File: src/rtl/fe_fifo_decoder.sv
`default_nettype none
// ============================================================================
// Module      : fe_fifo_decoder
// Description : Pops capture-FIFO entries, rebuilds absolute event timestamps
//               and presents one decoded USB event at a time on valid/ready.
// Revision    : 1.0 - initial release
// ============================================================================
module fe_fifo_decoder #(
    parameter int pTIMESTAMP_FULL_WIDTH = 16,
    parameter int pABS_TIME_WIDTH       = 32,
    parameter int pCOUNT_WIDTH          = 16
) (
    input  logic                             fe_clk,
    input  logic                             reset_i,
    input  logic                             I_enable,
    input  logic                             I_clear,
    input  logic                             I_fifo_empty,
    output logic                             O_fifo_rd,
    input  logic [1:0]                       I_command,
    input  logic [pTIMESTAMP_FULL_WIDTH-1:0] I_time,
    input  logic [7:0]                       I_data,
    input  logic [4:0]                       I_status,
    output logic                             O_valid,
    input  logic                             I_ready,
    output logic                             O_is_data,
    output logic [7:0]                       O_data,
    output logic [4:0]                       O_status,
    output logic [pABS_TIME_WIDTH-1:0]       O_abs_time,
    output logic                             O_sop,
    output logic                             O_format_error,
    output logic [pCOUNT_WIDTH-1:0]          O_event_count
);

    localparam logic [1:0] c_CMD_DATA     = 2'b00;
    localparam logic [1:0] c_CMD_STAT     = 2'b01;
    localparam logic [1:0] c_CMD_TIME     = 2'b10;
    localparam int         c_RXACTIVE_BIT = 0;

    typedef enum logic [1:0] {
        S_IDLE = 2'd0,
        S_LOAD = 2'd1,
        S_OUT  = 2'd2
    } state_t;

    state_t                       r_state_q,       w_state_d;
    logic [pABS_TIME_WIDTH-1:0]   r_acc_q,         w_acc_d;
    logic                         r_first_q,       w_first_d;
    logic                         r_pkt_open_q,    w_pkt_open_d;
    logic                         r_valid_q,       w_valid_d;
    logic                         r_is_data_q,     w_is_data_d;
    logic [7:0]                   r_data_q,        w_data_d;
    logic [4:0]                   r_status_q,      w_status_d;
    logic [pABS_TIME_WIDTH-1:0]   r_abs_time_q,    w_abs_time_d;
    logic                         r_sop_q,         w_sop_d;
    logic                         r_format_err_q,  w_format_err_d;
    logic [pCOUNT_WIDTH-1:0]      r_event_count_q, w_event_count_d;
    logic                         w_fifo_rd;

    logic [pABS_TIME_WIDTH-1:0]   w_time_ext;
    logic [pABS_TIME_WIDTH-1:0]   w_event_acc;

    assign w_time_ext  = pABS_TIME_WIDTH'(I_time);
    // Deltas count idle cycles between events, so every event after the first
    // adds one cycle for itself.
    assign w_event_acc = r_acc_q + w_time_ext
                       + {{(pABS_TIME_WIDTH-1){1'b0}}, ~r_first_q};

    always_comb begin
        w_state_d       = r_state_q;
        w_acc_d         = r_acc_q;
        w_first_d       = r_first_q;
        w_pkt_open_d    = r_pkt_open_q;
        w_valid_d       = r_valid_q;
        w_is_data_d     = r_is_data_q;
        w_data_d        = r_data_q;
        w_status_d      = r_status_q;
        w_abs_time_d    = r_abs_time_q;
        w_sop_d         = r_sop_q;
        w_format_err_d  = r_format_err_q;
        w_event_count_d = r_event_count_q;
        w_fifo_rd       = 1'b0;

        if (I_clear) begin
            w_state_d       = S_IDLE;
            w_valid_d       = 1'b0;
            w_acc_d         = '0;
            w_first_d       = 1'b1;
            w_pkt_open_d    = 1'b0;
            w_format_err_d  = 1'b0;
            w_event_count_d = '0;
        end else begin
            case (r_state_q)
                S_IDLE: begin
                    if (I_enable && !I_fifo_empty && !reset_i) begin
                        w_fifo_rd = 1'b1;
                        w_state_d = S_LOAD;
                    end
                end
                S_LOAD: begin
                    w_state_d = S_IDLE;
                    case (I_command)
                        c_CMD_TIME: begin
                            w_acc_d = r_acc_q + w_time_ext;
                        end
                        c_CMD_DATA, c_CMD_STAT: begin
                            w_acc_d      = w_event_acc;
                            w_first_d    = 1'b0;
                            w_abs_time_d = w_event_acc;
                            w_data_d     = I_data;
                            w_status_d   = I_status;
                            w_is_data_d  = (I_command == c_CMD_DATA);
                            w_valid_d    = 1'b1;
                            w_state_d    = S_OUT;
                            if (I_command == c_CMD_DATA) begin
                                w_sop_d      = !r_pkt_open_q;
                                w_pkt_open_d = 1'b1;
                            end else begin
                                w_sop_d = 1'b0;
                                if (!I_status[c_RXACTIVE_BIT]) begin
                                    w_pkt_open_d = 1'b0;
                                end
                            end
                        end
                        default: begin
                            w_format_err_d = 1'b1;
                        end
                    endcase
                end
                S_OUT: begin
                    if (I_ready) begin
                        w_valid_d = 1'b0;
                        w_state_d = S_IDLE;
                        if (r_event_count_q != {pCOUNT_WIDTH{1'b1}}) begin
                            w_event_count_d = r_event_count_q + 1'b1;
                        end
                    end
                end
                default: begin
                    w_state_d = S_IDLE;
                end
            endcase
        end
    end

    always_ff @(posedge fe_clk) begin
        if (reset_i) begin
            r_state_q       <= S_IDLE;
            r_acc_q         <= '0;
            r_first_q       <= 1'b1;
            r_pkt_open_q    <= 1'b0;
            r_valid_q       <= 1'b0;
            r_is_data_q     <= 1'b0;
            r_data_q        <= '0;
            r_status_q      <= '0;
            r_abs_time_q    <= '0;
            r_sop_q         <= 1'b0;
            r_format_err_q  <= 1'b0;
            r_event_count_q <= '0;
        end else begin
            r_state_q       <= w_state_d;
            r_acc_q         <= w_acc_d;
            r_first_q       <= w_first_d;
            r_pkt_open_q    <= w_pkt_open_d;
            r_valid_q       <= w_valid_d;
            r_is_data_q     <= w_is_data_d;
            r_data_q        <= w_data_d;
            r_status_q      <= w_status_d;
            r_abs_time_q    <= w_abs_time_d;
            r_sop_q         <= w_sop_d;
            r_format_err_q  <= w_format_err_d;
            r_event_count_q <= w_event_count_d;
        end
    end

    assign O_fifo_rd      = w_fifo_rd;
    assign O_valid        = r_valid_q;
    assign O_is_data      = r_is_data_q;
    assign O_data         = r_data_q;
    assign O_status       = r_status_q;
    assign O_abs_time     = r_abs_time_q;
    assign O_sop          = r_sop_q;
    assign O_format_error = r_format_err_q;
    assign O_event_count  = r_event_count_q;

endmodule
`default_nettype wire

File: config.mk
export PLATFORM = sky130hd
export DESIGN_NAME = fe_fifo_decoder
export DESIGN_NICKNAME = d
export VERILOG_FILES = /design/src/rtl/fe_fifo_decoder.sv
export SDC_FILE = /design/constraint.sdc
export NUM_CORES = 1
export LEC_CHECK = 0
export CORE_UTILIZATION = 53
export DETAILED_ROUTE_END_ITERATION = 10
export PLACE_DENSITY = 0.79
export SLEW_MARGIN = 20
export SYNTH_ARGS = -nofsm -noshare
export SYNTH_HDL_FRONTEND = slang
export SYNTH_SLANG_ARGS = --single-unit
File: constraint.sdc
create_clock -name fe_clk -period 5.3 [get_ports fe_clk]
set_clock_uncertainty 0.1 [all_clocks]
set_input_delay 0.53 -clock fe_clk [delete_from_list [all_inputs] [get_ports fe_clk]]
set_output_delay 0.53 -clock fe_clk [all_outputs]
set_load 0.005 [all_outputs]
==> impl_results.md, run 1 <==
- Outcome: completed
- Post-CTS Hold Buffers: 0
- Maximum root-to-sink buffer count: 2
- Drt wl/cell: 17.56 µm
- Die width: 115.3 µm
- Clk slew on worst S/H paths: 70 ps
- Post-route ant nets: 0
- Ys async rst share: 0%
- # diodes: 0
- Crit end category: flop
- Vias in the first global route: 6297
- Cell Chain, Critical Path: clkdlybuf4s50_1 -> ha_1 -> fa_1 -> a211oi_4 -> o21a_4 -> a21boi_1 -> o211ai_1 -> nand3_1 -> a2111oi_0 -> nand2_1 -> o31a_1 -> a311o_1
- Commonest cells after routing, fill and taps aside: 109 x nand2_1, 102 x clkdlybuf4s50_1, 101 x dfxtp_1
- Setup Buffers After CTS: 0
- Core Rows: 41
- Internal: 1207 µW
- Top routing layer in use: met4
- Via/cell ratio: 6.147
- Post-synth EDFFs: 0
- Largest net degree at the start of global routing: 52
- Total vias in the final route: 6835
- Sw Pwr: 427.7 µW
- Max cap viols: 0
- H-tree depth: 3
- Synth Cell Area: 6803 µm²
- GRT Resource Usage Total: 30.21%
- Max-slew violations: 0
- HP Class: reg2reg
- Cts bufs inserted: 9
- Antenna violations before repair: 0
- Core footprint: 12570 µm²
- IO Port Bufs: 102
- Drt pass-1 iters: 5
- DR DRC count: 0
- Effective utilization at floorplan: 54.13%
- Flops & latches, synth: 101
- Endpoints failing hold: 0
- Minimum clock period after layout: 4459 ps
- WP data arrival: 4600 ps
- Worst IR drop on VDD: 0.1512 mV
- Seq pwr share: 46.8%
- Gates resized, CTS repair: 0
- Crit-path max cell delay: 740 ps
- Die Span Y: 115.3 µm
- Logic pwr share: 11.1%
- Final worst-path cycle share: 84.13%
- Setup crit start kind: input pin
- Final Setup Violations: 0
- Distinct cell type count after synthesis: 91
- IO Pins: 103
- Post-synthesis sequential area ratio: 29.72%
- WL final: 19.52 mm
- P_leak: 0.002718 µW
- Final setup TNS: 0 ps
- CP top delay family: compound AO/OA/AOI/OAI gates
- Synthesized area per cell: 7.892 µm²
- Worst-Skew Late Latency: 360 ps
- Slowest CP cell: a2111oi_0
- CTS tree: done
- First-pass GRT wire length: 31.47 mm
- Clock share of power: 42.1%
- Root buf cell: clkbuf_16
- Mapped Cells: 862
- Synth Flop Type: dfxtp_1
- Commonest non-fill, non-tap cell in the layout: nand2_1
- Total power: 1635 µW
- Pwr Density: 199.5 nW/µm²
- Max Freq: 224.3 MHz
- Dpl hpwl: 14.01 mm
- Synth warn: 0
- Grt ovf: 0
- Layout cells sized above 1: 7.447%
- Met3 wire length: 1.302 mm
- RSZ-0062 raised after global routing: false
- Worst-path fanout max: 8
- Switch share: 26.16%
- Required time worst endpoint: 5440 ps
- NumNets Final: 992
- Die area: 13290 µm²
- Area Growth Syn to Fin: 20.47%
- Mapped Nets: 919
- Met2 routed WL: 8.920 mm
- Wl on met1: 8.694 mm
- Slew margin rel.: 35.69%
- Critical path buffers and inverters: 1
- Detailed Route Iter0 Violations: 642
- Clk sinks: 101
- Routability cong.: 0.9856
- Worst-margin pin slew: 964.7 ps
- WS Path Type: in2reg
-- cells by family after synthesis --
| kind of cell | after synthesis | synth area share [%] |
|---|---|---|
| AO/OA/AOI/OAI | 230 | 24.24 |
| flip-flops | 101 | 29.72 |
| multiplexers | 9 | 1.343 |
| AND/OR/NAND/NOR | 386 | 29.85 |
| XOR/XNOR | 54 | 7.063 |
| buffers and inverters | 62 | 3.991 |
| adder cells (fa/ha/maj) | 20 | 3.789 |
-- cells in the mapped netlist, types with 4 or more instances --
cell,n,area share [%]
o21bai_1,4,0.44
or2_2,4,0.37
mux2i_1,8,1.2
and2_1,10,0.92
o21ai_0,39,2.9
and4_1,7,0.90
nand4_1,15,1.4
ha_1,19,3.5
dfxtp_1,101,30
nand4_4,4,1.3
o311ai_0,4,0.51
o311ai_1,4,0.51
nor2_1,84,4.6
a311oi_1,5,0.64
nand2_1,109,6.0
nand3_1,48,3.5
inv_1,12,0.66
xor2_1,17,2.2
a21oi_2,4,0.51
buf_2,10,0.74
a21oi_1,57,4.2
clkbuf_1,34,1.9
o211ai_1,13,1.4
a211oi_1,28,3.1
xnor2_1,36,4.6
a31oi_1,7,0.64
nor4_1,12,1.1
nor3_1,20,1.5
nand3b_1,4,0.44
nand2b_1,4,0.37
and3_1,12,1.1
or3_1,22,2.0
nand4b_1,4,0.51
a21o_1,14,1.5
or4_1,6,0.66
-- per-stage QoR --
step | std cells | area, µm² | hold slack (ps) | util, % | worst slack (ps)
2_1_floorplan | 862 | 6803 | 322.5 | - | 1423
3_3_place_gp | 1096 | 7895 | 331.2 | 62.82 | 620.6
3_5_place_dp | 1096 | 7895 | 337.3 | 62.82 | 595.8
4_1_cts | 1112 | 8195 | 355.8 | 65.21 | 933.0
5_1_grt | 1112 | 8195 | 370.9 | 65.21 | 582.8
6_report | 1112 | 8195 | 353.1 | 65.21 | 841.2
-- tightest hold or removal path, stage by stage, from the launching register on --
cell     delay, ps
dfxtp_1        310
nand2_1         50
a21oi_1         50
-- power groups by stage --
stage | sequential [µW] | clock (µW) | combinational, µW
3_3_place_gp | 783 | 0 | 177
6_report | 765 | 688 | 182
4_1_cts | 765 | 695 | 179
2_1_floorplan | 783 | 0 | 113
5_1_grt | 765 | 727 | 196
3_5_place_dp | 783 | 0 | 177
-- flip-flops by register name, summed over array words and instances, names as in the netlist --
register and flops:
O_abs_time 32, O_data 8, O_event_count 16, O_format_error 1, O_is_data 1, O_sop 1
O_status 5, O_valid 1, r_acc_q 32, r_first_q 1, r_pkt_open_q 1, r_state_q 2
-- final timing paths --
| kind | from | to | slack, ps | cells after the start |
|---|---|---|---|---|
| max | I_time[0] | O_abs_time[28] | 840 | 12 |
| min | O_data[3] | O_data[3] | 350 | 2 |
| max reg2reg | r_acc_q[0] | O_abs_time[28] | 1120 | 11 |
| min reg2reg | O_data[3] | O_data[3] | 350 | 2 |
-- cell type report --
class / instances / area [µm²]
Multi-Input combinational cell: 699 / 4517
Fill cell: 1079 / 4373
Sequential cell: 101 / 2022
Timing Repair Buffer: 112 / 1096
Clock buffer: 10 / 229.0
Tap cell: 172 / 215.2
Clock inverter: 6 / 71.32
Inverter: 12 / 45.04
-- routing by layer --
metal / up-vias / track usage [%]
met4: 0 / 12.99
met5: - / 0
met3: 51 / 7.064
li1: 3328 / -
met1: 3182 / 39.05
met2: 274 / 48.15
No activity file was read; power rests on OpenSTA's default activity.
==> run 2: changes to the inputs <==
CORE_UTILIZATION = 50   (was 53)
PLACE_DENSITY = 0.78   (was 0.79)
clock period = 3.9 ns   (was 5.3 ns; I/O delays follow)
==> impl_results.md, run 2 (synthesis gave the netlist of run 1 again) <==
- Dpl cells: 1183
- Setup crit start kind: input pin
- Largest net degree at the start of global routing: 52
- Outcome: completed
- Crit path top cell by count: a21oi_1
- Minimum clock period after layout: 3640 ps
- Placement Cell Area: 8523 µm²
- # fillers: 1159
- Final core utilization: 66.86%
- Non-filler instance count after layout: 1198
- Cell Chain, Critical Path: clkdlybuf4s50_1 -> ha_1 -> fa_2 -> a211oi_4 -> o21ai_2 -> o21ai_1 -> a21oi_1 -> a21oi_1 -> and4_1 -> buf_4 -> nand3_4 -> o31a_1 -> a311o_1
- Post-CTS Hold Buffers: 0
- Dpl hpwl: 15.41 mm
- Post-route ant nets: 0
- Area of the multi-input gates: 4536 µm²
- Routability cong.: 0.9430
- Pwr Density: 259.1 nW/µm²
- GRT Resource Usage Total: 29.88%
- # diodes: 0
- Worst hold margin: 353.3 ps
- Busiest grt layer: met2
- Worst-Skew Late Latency: 350 ps
- Vias in the first global route: 6948
- WP data arrival: 3780 ps
- Final worst-path cycle share: 93.32%
- Required time worst endpoint: 4040 ps
- Met3 Track Usage GR: 6.757%
- Die width: 118.6 µm
- Antenna violations before repair: 0
- Commonest non-fill, non-tap cell in the layout: nand2_1
- Area Growth Syn to Fin: 30.15%
- Total vias in the final route: 7152
- Max cap viols: 0
- Detailed Route Iter0 Violations: 569
- Drt pass-1 iters: 8
- Cts bufs inserted: 9
- H-tree depth: 3
- Clk slew on worst S/H paths: 70 ps
- Grt ovf: 0
- Slowest CP cell: clkdlybuf4s50_1
- Max-slew violations: 0
- Layout cells sized above 1: 15.26%
- NumNets Final: 1075
- Clk sinks: 101
- Worst IR drop on VDD: 0.2458 mV
- Via/cell ratio: 5.970
- Met1 usage: 36.33%
- Crit-path max cell delay: 400 ps
- WL final: 20.66 mm
- Maximum root-to-sink buffer count: 2
- CTS tree: done
- Worst-margin pin slew: 692.1 ps
- First-pass GRT wire length: 34.02 mm
- Die area: 14080 µm²
- WS Path Type: in2reg
- RSZ-0062 raised after global routing: false
- Crit end category: flop
- Max Freq: 274.8 MHz
- Core footprint: 13240 µm²
- FF/Latch Area: 2022 µm²
- Setup Buffers After CTS: 0
- Worst-path fanout max: 5
- Slew margin rel.: 53.69%
- IO Port Bufs: 102
- Effective utilization at floorplan: 51.37%
- DR DRC count: 0
- Die Span Y: 118.6 µm
- P_leak: 0.003120 µW
- Final Setup Violations: 0
- Drt wl/cell: 17.25 µm
- Final setup TNS: 0 ps
- Post-Layout Inst Area: 8853 µm²
- Endpoints failing hold: 0
- GR Layer Usage met2: 50.66%
- Commonest cells after routing, fill and taps aside: 109 x nand2_1, 102 x clkdlybuf4s50_1, 101 x dfxtp_1
- IO Pins: 103
- HP Class: reg2reg
- Core Rows: 42
- Root buf cell: clkbuf_16
==> run 2: cell types whose count changed in the layout (fill, tap and decap cells not counted), sizes merged <==
cell and change:
buf +83, bufinv +1, clkinv -1, clkinvlp -1
==> run 2: final cells by class <==
type	count	area share (%)
Multi-Input combinational cell	699	51.23
Tap cell	176	2.487
Timing Repair Buffer	195	19.42
Clock inverter	5	0.9327
Clock buffer	10	2.586
Sequential cell	101	22.84
Inverter	12	0.5088
==> run 2: metal layers <==
layer / part of all wire [%] / up-vias
met5: 0 / -
met4: 2.8 / 0
met3: 6.0 / 48
met2: 48 / 240
met1: 43 / 3369
li1: - / 3495
==> run 2: power by group <==
part           leakage (µW)  total [µW]  switching [µW]  internal (µW)
Sequential         0.000814        1040            3.64           1040
Clock              0.000153         982             418            564
Combinational       0.00215         272             153            119
==> run 2: final timing paths <==
check                                       to  depth (start not counted)  slack [ps]           start
worst max-delay path            O_abs_time[28]                         13         260       I_time[0]
worst min-delay path            O_abs_time[19]                          2         350  O_abs_time[19]
worst max register to register  O_abs_time[28]                         12         400      r_acc_q[0]
worst min register to register  O_abs_time[19]                          2         350  O_abs_time[19]
==> run 2: critical path: cells and delay by family <==
kind | cells | cell delay, ps
compound gates | 7 | 1880
fa+ha+maj | 2 | 630
buf+inv | 2 | 550
simple gates | 2 | 330
==> run 2: repair_timing <==
action	in CTS	in global routing
setup endpoints to repair	0	14
endpoints found under the hold margin	0	0
gates resized for setup	0	5
==> run 2: metrics by stage <==
step / worst slack (ps) / power [µW]
after floorplan: 162.5 / 1218
after global placement: -207.8 / 1328
after detailed placement: -261.4 / 1330
after CTS: 100.8 / 2301
after global routing: 17.34 / 2362
final: 260.3 / 2294
==> run 3: changes to the inputs <==
ABC_CLOCK_PERIOD_IN_PS = 3900   (was default)
CORE_UTILIZATION = 40   (was 50)
GPL_TIMING_DRIVEN = 1   (was default)
PLACE_DENSITY = default   (was 0.78)
==> impl_results.md, run 3 (synthesis gave the netlist of run 1 again) <==
- Maximum root-to-sink buffer count: 2
- Dpl hpwl: 16.47 mm
- Post-CTS Hold Buffers: 0
- Switch share: 26.84%
- Slowest CP cell: fa_1
- Cts bufs inserted: 9
- Crit-path max cell delay: 470 ps
- Drt wl/cell: 17.22 µm
- Non-filler instance count after layout: 1266
- Core Rows: 47
- Root buf cell: clkbuf_16
- Layout cells sized above 1: 17.02%
- Logic pwr share: 12.4%
- Final worst-path cycle share: 94.51%
- Die area: 17530 µm²
- WS Path Type: in2reg
- CTS tree: done
- Dpl cells: 1251
- WL final: 21.80 mm
- Final setup TNS: 0 ps
- Critical path buffers and inverters: 2
- Worst hold margin: 355.0 ps
- GRT Resource Usage Total: 25.64%
- Placement Cell Area: 8771 µm²
- Worst-path fanout max: 7
- P_leak: 0.003236 µW
- Via/cell ratio: 5.603
- Detailed Route Iter0 Violations: 458
- Post-route ant nets: 0
- Post-Layout Inst Area: 9074 µm²
- Commonest cells after routing, fill and taps aside: 116 x buf_4, 109 x nand2_1, 102 x clkdlybuf4s50_1
- NumNets Final: 1099
- Die Span Y: 132.4 µm
- HP Class: reg2reg
- Endpoints failing hold: 0
- Max cap viols: 0
- # diodes: 0
- Worst-margin pin slew: 668.5 ps
- RSZ-0062 raised after global routing: false
- Max-slew violations: 0
- Core footprint: 16580 µm²
- Area Growth Syn to Fin: 33.38%
- Slew margin rel.: 55.43%
- CP top delay family: compound AO/OA/AOI/OAI gates
- Outcome: completed
- Max Freq: 271.3 MHz
- Gates resized, CTS repair: 0
- Pwr Density: 250.6 nW/µm²
- Total power: 2274 µW
- Worst IR drop on VDD: 0.2221 mV
- Crit end category: flop
- Setup Buffers After CTS: 0
- Setup crit start kind: input pin
- IO Pins: 103
- Largest net degree at the start of global routing: 52
- WP data arrival: 3840 ps
- Final Setup Violations: 0
- Required time worst endpoint: 4050 ps
- Clk slew on worst S/H paths: 70 ps
- Internal: 1664 µW
- Routability cong.: 0.9438
- Total vias in the final route: 7094
- Commonest non-fill, non-tap cell in the layout: buf_4
- Cell Chain, Critical Path: clkdlybuf4s50_1 -> ha_1 -> fa_1 -> a211oi_4 -> o21ai_2 -> o21ai_1 -> a21oi_1 -> a21oi_1 -> and4_1 -> buf_12 -> nand3_4 -> o31a_1 -> a311o_1
- Worst-Skew Late Latency: 360 ps
- Die width: 132.4 µm
- Sw Pwr: 610.3 µW
- Drt pass-1 iters: 6
- Vias in the first global route: 6810
- Seq pwr share: 45.7%
- Minimum clock period after layout: 3686 ps
- Crit path top cell by count: a21oi_1
- Effective utilization at floorplan: 41.02%
- IO Port Bufs: 102
- Antenna violations before repair: 0
- Clock share of power: 41.9%
- Clk sinks: 101
- First-pass GRT wire length: 35.73 mm
- DR DRC count: 0
- Grt ovf: 0
- H-tree depth: 3
[run 3: tightest hold or removal path, delay by kind of cell, from the launching register on]
family / cells / cell delay, ps
AOI/OAI and AO/OA: 1 / 50
DFF: 1 / 310
and+or+nand+nor: 1 / 50
[run 3: area by class of cell]
| cell class | count | area [µm²] |
|---|---|---|
| clock buffers | 9 | 225.2 |
| flip-flops and latches | 101 | 2022 |
| well taps | 220 | 275.3 |
| multi-input cells | 699 | 4523 |
| repair buffers | 219 | 1912 |
| clock inverters | 6 | 71.32 |
| fillers | 1613 | 7510 |
| inverters | 12 | 45.04 |
[run 3: metal layers]
| layer | global-route usage, % | vias to the layer above | wire (µm) |
|---|---|---|---|
| met1 | 32.44 | 3346 | 9824 |
| li1 | - | 3552 | - |
| met3 | 4.789 | 38 | 1016 |
| met4 | 10.73 | 0 | 703 |
| met5 | 0 | - | 0 |
| met2 | 42.66 | 158 | 10260 |
[run 3: worst paths after layout]
kind	slack, ps	from	to	depth (start not counted)
worst min-delay path	350	O_data[5]	O_data[5]	2
worst max register to register	350	r_acc_q[0]	O_abs_time[28]	12
worst max-delay path	210	I_time[0]	O_abs_time[28]	13
worst min register to register	350	O_data[5]	O_data[5]	2
[run 3: power by group through the flow]
stage,logic [µW],clock network (µW),registers [µW]
6_report,281,953,1040
5_1_grt,304,1010,1040
4_1_cts,281,974,1040
3_5_place_dp,279,0,1060
3_3_place_gp,279,0,1060
2_1_floorplan,154,0,1060
[run 3: stage by stage]
step                      util, %  worst slack [ps]
final                       54.72             214.3
after global routing        54.72             18.30
after CTS                   54.68             213.8
after detailed placement    52.89            -161.9
after global placement      52.89            -144.4
after floorplan                 -             162.5
